File: src/rtl/opc_intc.sv
// opc_intc: prioritised interrupt controller with synchronised, edge-triggered active-low inputs.
// Define OPC_INTC_NESTING_EN to let a higher-priority channel preempt the one in service.
module opc_intc #(
  parameter int          NUM_IRQ       = 8,
  parameter logic [19:0] VECTOR_BASE   = 20'h2,
  parameter int          VECTOR_STRIDE = 2
) (
  input  logic               clk,
  input  logic               reset_b,
  input  logic               clken,
  input  logic [NUM_IRQ-1:0] irq_b,
  input  logic               sel,
  input  logic               rnw,
  input  logic [1:0]         addr,
  input  logic [31:0]        din,
  output logic [31:0]        dout,
  output logic               int_b,
  input  logic               ack,
  input  logic               eoi,
  output logic [19:0]        vector
);
  typedef enum logic [1:0] {IDLE, REQ, SERVICE} state_t;

  state_t             state_q, state_d;
  logic [NUM_IRQ-1:0] sync1_q, sync1_d, sync2_q, sync2_d, sync3_q, sync3_d;
  logic [1:0]         arm_q, arm_d;
  logic [NUM_IRQ-1:0] pending_q, pending_d, mask_q, mask_d, inservice_q, inservice_d;
  logic [19:0]        vector_q, vector_d;

  logic [NUM_IRQ-1:0] fall, w1c, pend_c, above, eligible, ack_elig, ack_set, ins_a, eoi_clr;
  logic [4:0]         ack_id, eoi_id;
  logic               wr, take, hit;
  logic               unused_din;
`ifdef OPC_INTC_NESTING_EN
  logic [4:0]         top_ins;
`endif

  // Index of the lowest set bit, i.e. the highest-priority channel in v.
  function automatic logic [4:0] first_set(input logic [NUM_IRQ-1:0] v);
    first_set = 5'd0;
    for (int i = NUM_IRQ - 1; i >= 0; i--)
      if (v[i]) first_set = 5'(i);
  endfunction

  always_comb begin
    sync1_d = irq_b;
    sync2_d = sync1_q;
    sync3_d = sync2_q;
    arm_d   = (arm_q == 2'd3) ? arm_q : arm_q + 2'd1;
    // Until three edges have passed the chain still holds reset values, so no edge is trusted.
    fall    = (arm_q == 2'd3) ? (sync3_q & ~sync2_q) : '0;

    wr     = sel && !rnw;
    w1c    = (wr && addr == 2'd0) ? din[NUM_IRQ-1:0] : '0;
    mask_d = (wr && addr == 2'd1) ? din[NUM_IRQ-1:0] : mask_q;
    pend_c = pending_q & ~w1c;

`ifdef OPC_INTC_NESTING_EN
    top_ins = first_set(inservice_q);
    for (int i = 0; i < NUM_IRQ; i++)
      above[i] = (inservice_q == '0) || (5'(i) < top_ins);
`else
    above = '1;
`endif

    eligible = pending_q & mask_q & above;
    // The acknowledge sees this cycle's mask write and W1C, so a late mask makes it spurious.
    ack_elig = pend_c & mask_d & above;
    ack_id   = first_set(ack_elig);
    take     = (state_q == REQ) && ack;
    hit      = take && (ack_elig != '0);
    for (int i = 0; i < NUM_IRQ; i++)
      ack_set[i] = hit && (5'(i) == ack_id);

    ins_a  = inservice_q | ack_set;
    eoi_id = first_set(ins_a);
    for (int i = 0; i < NUM_IRQ; i++)
      eoi_clr[i] = eoi && ins_a[i] && (5'(i) == eoi_id);
    inservice_d = ins_a & ~eoi_clr;
    pending_d   = (pend_c & ~ack_set) | fall;

    vector_d = vector_q;
    if (hit)
      vector_d = VECTOR_BASE + 20'(ack_id) * 20'(VECTOR_STRIDE);
    else if (take)
      vector_d = VECTOR_BASE + 20'(NUM_IRQ) * 20'(VECTOR_STRIDE);
  end

  always_comb begin
    state_d = state_q;
    case (state_q)
      IDLE: begin
        if (eligible != '0) state_d = REQ;
      end
      REQ: begin
        if (take || eligible == '0)
          state_d = (inservice_d == '0) ? IDLE : SERVICE;
      end
      SERVICE: begin
        if (inservice_d == '0) state_d = IDLE;
`ifdef OPC_INTC_NESTING_EN
        else if (eligible != '0) state_d = REQ;
`endif
      end
      default: state_d = IDLE;
    endcase
  end

  always_comb begin
    dout = '0;
    if (sel) begin
      case (addr)
        2'd0:    dout = 32'(pending_q);
        2'd1:    dout = 32'(mask_q);
        2'd2:    dout = 32'(inservice_q);
        default: dout = 32'(vector_q);
      endcase
    end
  end

  assign int_b      = (state_q != REQ);
  assign vector     = vector_q;
  assign unused_din = ^din;

  always_ff @(posedge clk or negedge reset_b) begin
    if (!reset_b) begin
      state_q     <= IDLE;
      sync1_q     <= '1;
      sync2_q     <= '1;
      sync3_q     <= '1;
      arm_q       <= 2'd0;
      pending_q   <= '0;
      mask_q      <= '0;
      inservice_q <= '0;
      vector_q    <= '0;
    end else if (clken) begin
      state_q     <= state_d;
      sync1_q     <= sync1_d;
      sync2_q     <= sync2_d;
      sync3_q     <= sync3_d;
      arm_q       <= arm_d;
      pending_q   <= pending_d;
      mask_q      <= mask_d;
      inservice_q <= inservice_d;
      vector_q    <= vector_d;
    end
  end
endmodule
File: config.mk
export PLATFORM = sky130hd
export DESIGN_NAME = opc_intc
export DESIGN_NICKNAME = d
export VERILOG_FILES = /design/src/rtl/opc_intc.sv
export SDC_FILE = /design/constraint.sdc
export NUM_CORES = 1
export LEC_CHECK = 0
export BUFFER_PORTS_ARGS = -buffer_cell sky130_fd_sc_hd__buf_2
export CORE_ASPECT_RATIO = 1.4
export CORE_MARGIN = 1
export CORE_UTILIZATION = 53
export CTS_CLUSTER_SIZE = 24
export DETAILED_ROUTE_END_ITERATION = 8
export PLACE_DENSITY = 0.81
export SYNTH_ARGS = -nofsm -noshare
export SYNTH_HDL_FRONTEND = slang
export SYNTH_SLANG_ARGS = --single-unit
export TNS_END_PERCENT = 100
File: constraint.sdc
create_clock -name clk -period 3.4 [get_ports clk]
set_input_delay 0.34 -clock clk [delete_from_list [all_inputs] [get_ports clk]]
set_output_delay 0.34 -clock clk [all_outputs]
set_load 0.02 [all_outputs]
; ---- Word-level counts from Yosys, hierarchy flattened
; Index checks and enable logic that the tools add are counted.
[totals]
output_inout_bits = 53
input_bits = 49
register_bits = 72
elab_cells = 118
[classes]
n_mux = 28
bitwise = 13
n_eq_ne = 23
reduce_logical = 43
addsub = 2
[op_table]
columns = op, count
row1 = 20-bit two-way mux, 3
row2 = 20-bit one-hot mux with 3 select lines, 1
row3 = 5-bit two-way mux, 11
row4 = 8-bit AND, 6
row5 = 3-bit by 5-bit equality test with 1-bit output (first input constant), 8
row6 = 8-bit NOT, 4
row7 = 1-bit logical AND, 29
row8 = 8-bit two-way mux, 3
row9 = 2-bit by 5-bit equality test with 1-bit output (first input constant), 4
row10 = 8-bit logical NOT, 2
row11 = 8-bit bitwise OR, 2
row12 = 8-bit nonzero test, 2
row13 = 3-bit two-way mux, 5
row14 = 1-bit by 5-bit equality test with 1-bit output (first input constant), 2
row15 = 5-bit logical NOT, 2
row16 = 2-bit two-way mux, 4
row17 = 2-bit by 6-bit adder with 7-bit output (first input constant), 1
row18 = 2-bit equality test (second input constant), 3
row19 = 2-bit one-hot mux with 3 select lines, 1
row20 = 2-bit by 1-bit equality test with 1-bit output (second input constant), 2
row21 = 2-bit logical NOT, 2
row22 = 2-bit by 1-bit inequality test with 1-bit output (second input constant), 2
row23 = 2-bit inequality test (second input constant), 2
row24 = 2-bit AND reduction, 2
row25 = 6 further kinds, 6

; ---- Logic depth before layout (Yosys ltp)
[logic_depth]
ltp_word = 34
ltp_mapped = 16
ltp_nobuf = 14

; ---- Worst setup path after synthesis
; OpenSTA, ideal clock, no wires.
[synth_timing]
path_kind = input -> register
start = input port addr[1]
end = register state_q[1]
slack_ns = 0.163
setup_ns = 0.141
arrival_ns = 3.096
cell_stages = 13
required_ns = 3.259
path_buffers = 1
path_cell_list = buf_6 or4b_4 o21ai_0 or2_2 a31oi_1 nor2_1 inv_1 ha_1 or4_1 a31oi_1 o21bai_1 a221oi_2 a41oi_1
[synth_via]
elab_chain_len = 33
elab_cells_between_ends = 76
classes_between = eq/ne: 16 / mux: 21 / bitwise: 6 / reduce/logical: 33
[synth_rtl]
columns = item, line_no
row1 = "start, declared", 14  ; input logic [1:0] addr,
row2 = 2-bit logical NOT, 54  ; w1c = (wr && addr == 2'd0) ? din[NUM_IRQ-1:0] : '0;
row3 = 1-bit logical AND, 54
row4 = 8-bit two-way mux, 54
row5 = 8-bit NOT, 56  ; pend_c = pending_q & ~w1c;
row6 = 8-bit AND, 56
row7 = 8-bit AND *, 68  ; ack_elig = pend_c & mask_d & above;
row8 = 3-bit two-way mux (4 in a row), 42  ; if (v[i]) first_set = 5'(i);
row9 = 5-bit two-way mux (4 in a row), 42
row10 = [11 not listed], -
row11 = 1-bit by 5-bit equality test with 1-bit output (tied with other cells), 78  ; eoi_clr[i] = eoi && ins_a[i] && (5'(i) == eoi_id);
row12 = 1-bit logical AND, 78
row13 = 8-bit NOT, 79  ; inservice_d = ins_a & ~eoi_clr;
row14 = 8-bit AND *, 79
row15 = 8-bit logical NOT *, "97, 100"
row16 = 2-bit two-way mux, 97  ; state_d = (inservice_d == '0) ? IDLE : SERVICE;
row17 = 2-bit two-way mux, 96  ; if (take || eligible == '0)
row18 = 2-bit one-hot mux with 3 select lines, 91  ; case (state_q)
row19 = "end signal, assigned", 137  ; state_q <= state_d;
row20 = "end, declared", 24  ; state_t state_q, state_d;
; Every way passes the cells marked *; elsewhere a longest branch is shown, timed or not. The select of a mux whose other input is x is not followed.
; A chain may end at the register's enable or synchronous reset.

; ---- Final worst setup path
[layout_timing]
start = input port rnw
end = register state_q[1]
[layout_via]
elab_chain_len = 34
elab_cells_between_ends = 76
classes_between = eq/ne: 15 / mux: 21 / bitwise: 6 / reduce/logical: 34
[layout_rtl]
columns = item, line_no
row1 = "start, declared", 13  ; input logic rnw,
row2 = 1-bit logical NOT *, 53  ; wr = sel && !rnw;
row3 = 1-bit logical AND *, 53
row4 = 1-bit logical AND, 54
row5 = 8-bit two-way mux, 54
row6 = 8-bit NOT, 56
row7 = 8-bit AND, 56
row8 = 8-bit AND *, 68
row9 = 3-bit two-way mux (4 in a row), 42
row10 = [15 not listed], -
row11 = 1-bit by 5-bit equality test with 1-bit output (tied with other cells), 78
row12 = 1-bit logical AND, 78
row13 = 8-bit NOT, 79
row14 = 8-bit AND *, 79
row15 = 8-bit logical NOT *, "97, 100"
row16 = 2-bit two-way mux, 97
row17 = 2-bit two-way mux, 96
row18 = 2-bit one-hot mux with 3 select lines, 91
; Marks and branches as above.

==> results.yml <==
run_status:
  status: "finished clean"
final_layout:
  fin_cells: 512
  final_common_cell: "buf_4"
  fin_util_pct: 62.91
  final_layout_size_suffix_gt1_share_pct: 38.36
  mostFrequentLayoutCells: "buf_4, conb_1, buf_2"
  area_growth_pct: 14.49
  fill_cells: 552
  fin_nets: 491
  antennaDiodeCount: 0
route:
  drc: 0
  postRouteAntennaNets: 0
  wl_um: 8537
  wl_per_cell_um: 16.67
  dr.pass1.iters: 5
  dr_total_vias: 2958
  viasPerCell: 5.777
  drt_iter0_markers: 125
global_routing:
  antenna_found_initial: 0
  grt_pass1_vias: 2902
  grt_max_degree: 53
  grt.total_usage_pct: 25.41
  grt_overflow_total: 0
  grt_pass1_wl_um: 13920
timing:
  setup_violations: 0
  fmax_mhz: 304.5
  drv_slew: 0
  period_needed_ns: 3.284
  rsz0062_at_grt: "no"
  hold_violations: 0
  relSlewSlack_pct: 31.70
  fin_skew_ns: 0.01850
  period_share_pct: 96.58
  tightest_slew_ns: 1.024
floorplanning:
  die_x_um: 71.75
  core_region_area_um2: 6569
  num_rows: 35
  die_area_um2: 7150
  start_util_pct: 54.95
  io_pins: 102
  dieHeight_um: 99.65
pwr:
  peakVddDrop_v: 0.0003965
  leakagePower_uw: 0.001921
  power_density_nw_per_um2: 692.1
yosys:
  synth_top_cell_area_share_pct: 22.18
  synth_area_leaders: "dfrtp_1, dfstp_2, mux2_2"
  seq_area_frac_synth_pct: 39.65
  async_flop_share_pct: 100.0
  synth_edf_count: 0
  yosys_warnings: 0
  synth-seq-cells: 56
  yosys.area.top_type: "dfrtp_1"
  synthCells: 361
  synth_area_um2: 3610
  synthFlopType: "dfrtp_1"
  ys_types: 64
  syn_avg_cell_area_um2: 9.999
setup_path:
  r2r_cells: 13
  crit_path_cell_trace: "buf_2 > and4bb_4 > mux2_2 > buf_4 > o2bb2ai_1 > a31oi_1 > nor2_1 > and2_1 > ha_1 > and2_1 > o41ai_1 > nand3_1 > o21bai_1 > a221oi_2 > a41oi_1"
  cp_num_buf_inv: 2
  slowest_delay_ns: 0.43
  critPathLaunch: "rnw"
  path_max_fanout: 7
  arrival_ns: 3.47
  cpMostUsedCell: "and2_1"
  worst_setup_path_start_kind: "input port"
  end_kind: "flop"
  worstPathRequired_ns: 3.58
  slowest_stage: "and4bb_4"
  crit_type: "in -> reg"
  cp_top_family: "simple AND/OR/NAND/NOR gates"
  r2r_start: "pending_q[5]$_DFFE_PN0P_"
  crit_cells: 15
flow_run:
  drv_cap: 0
place:
  routabilityCongestion: 0.9481
  dp_hpwl_um: 6593
  port_buffers: 37
  dpl.cell_count: 501
clock_tree:
  cts_buffers: 5
  cts_num_sinks: 56
  cts_root_buf: "clkbuf_8"
  clk_pin_slew_ns: 0.12
  htreeDepth: 2
  cts_tree: "done"
  clock_path_buffers: 2
  insertion_delay_ns: 0.32
  ctsHoldBuffers: 0
min_path:
  hp-class: "in -> async"
## cells in the mapped netlist, types with 3 or more instances
cell and count:
a21oi_1 17, a22oi_1 4, a31oi_1 12, a32o_1 4, and2_1 12, and3_1 3
buf_4 40, buf_6 4, clkbuf_1 9, dfrtp_1 32, dfstp_2 24, ha_1 5
inv_1 16, mux2_2 28, mux2i_1 10, mux4_2 4, nand2_1 33, nand3_1 3
nand3b_1 3, nor2_1 21, o21ai_0 20, o21ai_2 3, o21bai_1 3, or2_2 3
## final timing paths
path                                                   end  slack (ns)
worst max-delay path                state_q[1]$_DFFE_PN0P_        0.12
worst min-delay path                 mask_q[4]$_DFFE_PN0P_        0.19
worst max register to register      state_q[1]$_DFFE_PN0P_        0.28
worst min register to register        arm_q[0]$_DFFE_PN0P_        0.49
max in group asynchronous           sync1_q[4]$_DFFE_PN1P_        2.43
min in group clk                inservice_q[0]$_DFFE_PN0P_        0.23
## sequential cells by signal (all words and copies together), names as in the netlist
signal and cells:
arm_q 2, inservice_q 8, mask_q 8, pending_q 8
state_q 2, sync1_q 8, sync2_q 8, sync3_q 8
vector 4
## logic make-up after synthesis
logic type / Yosys count / share of synthesized area [%]
flip-flops: 56 / 39.65
adder cells (fa/ha/maj): 5 / 1.733
AND/OR/NAND/NOR: 92 / 13.35
other: 1 / 0.1039
XOR/XNOR: 2 / 0.4854
multiplexers: 42 / 14.00
AO/OA/AOI/OAI: 92 / 18.27
buffers and inverters: 71 / 12.41
## per-stage QoR
step                      hold WS, ns  area (um2)  setup WS [ns]  total power (uW)  TNS, ns
final                          0.1902        4133         0.1164              2860        0
after CTS                      0.2134        4083         0.1233              2822        0
after floorplan               0.04441        3756         0.1627              1930        0
after global placement         0.4662        3980        -0.1434              2365  -0.2621
after detailed placement       0.4770        3980        -0.1983              2417  -0.4803
after global routing           0.2349        4133      0.0005338              3040        0
## report_power, final
part / internal [uW] / switching (uW) / total [uW]
Combinational: 651 / 738 / 1390
Sequential: 869 / 200 / 1070
Clock: 156 / 246 / 402
## routing by layer
metal,vias up,routed length [um],track usage [%]
met5,-,0,0
met4,0,527,15.69
met3,30,356,2.736
met2,117,4430,44.99
met1,1450,3224,28.87
li1,1361,-,-
## cell type report
cell class                 count  area, um2  area share (%)
clock inverter                 3      33.78          0.8174
tap                           74      92.59           2.240
sequential                    56       1431           34.64
multi-input combinational    273       1892           45.78
inverter                      17      63.81           1.544
clock buffer                   5      68.82           1.665
timing repair buffer          84      550.5           13.32
## what timing repair did
item                       in CTS  in global routing
setup endpoints to repair       0                  3
gates resized for setup         0                  4
buffers inserted                0                  3
Note: power is estimated with default switching activity, not from simulation.
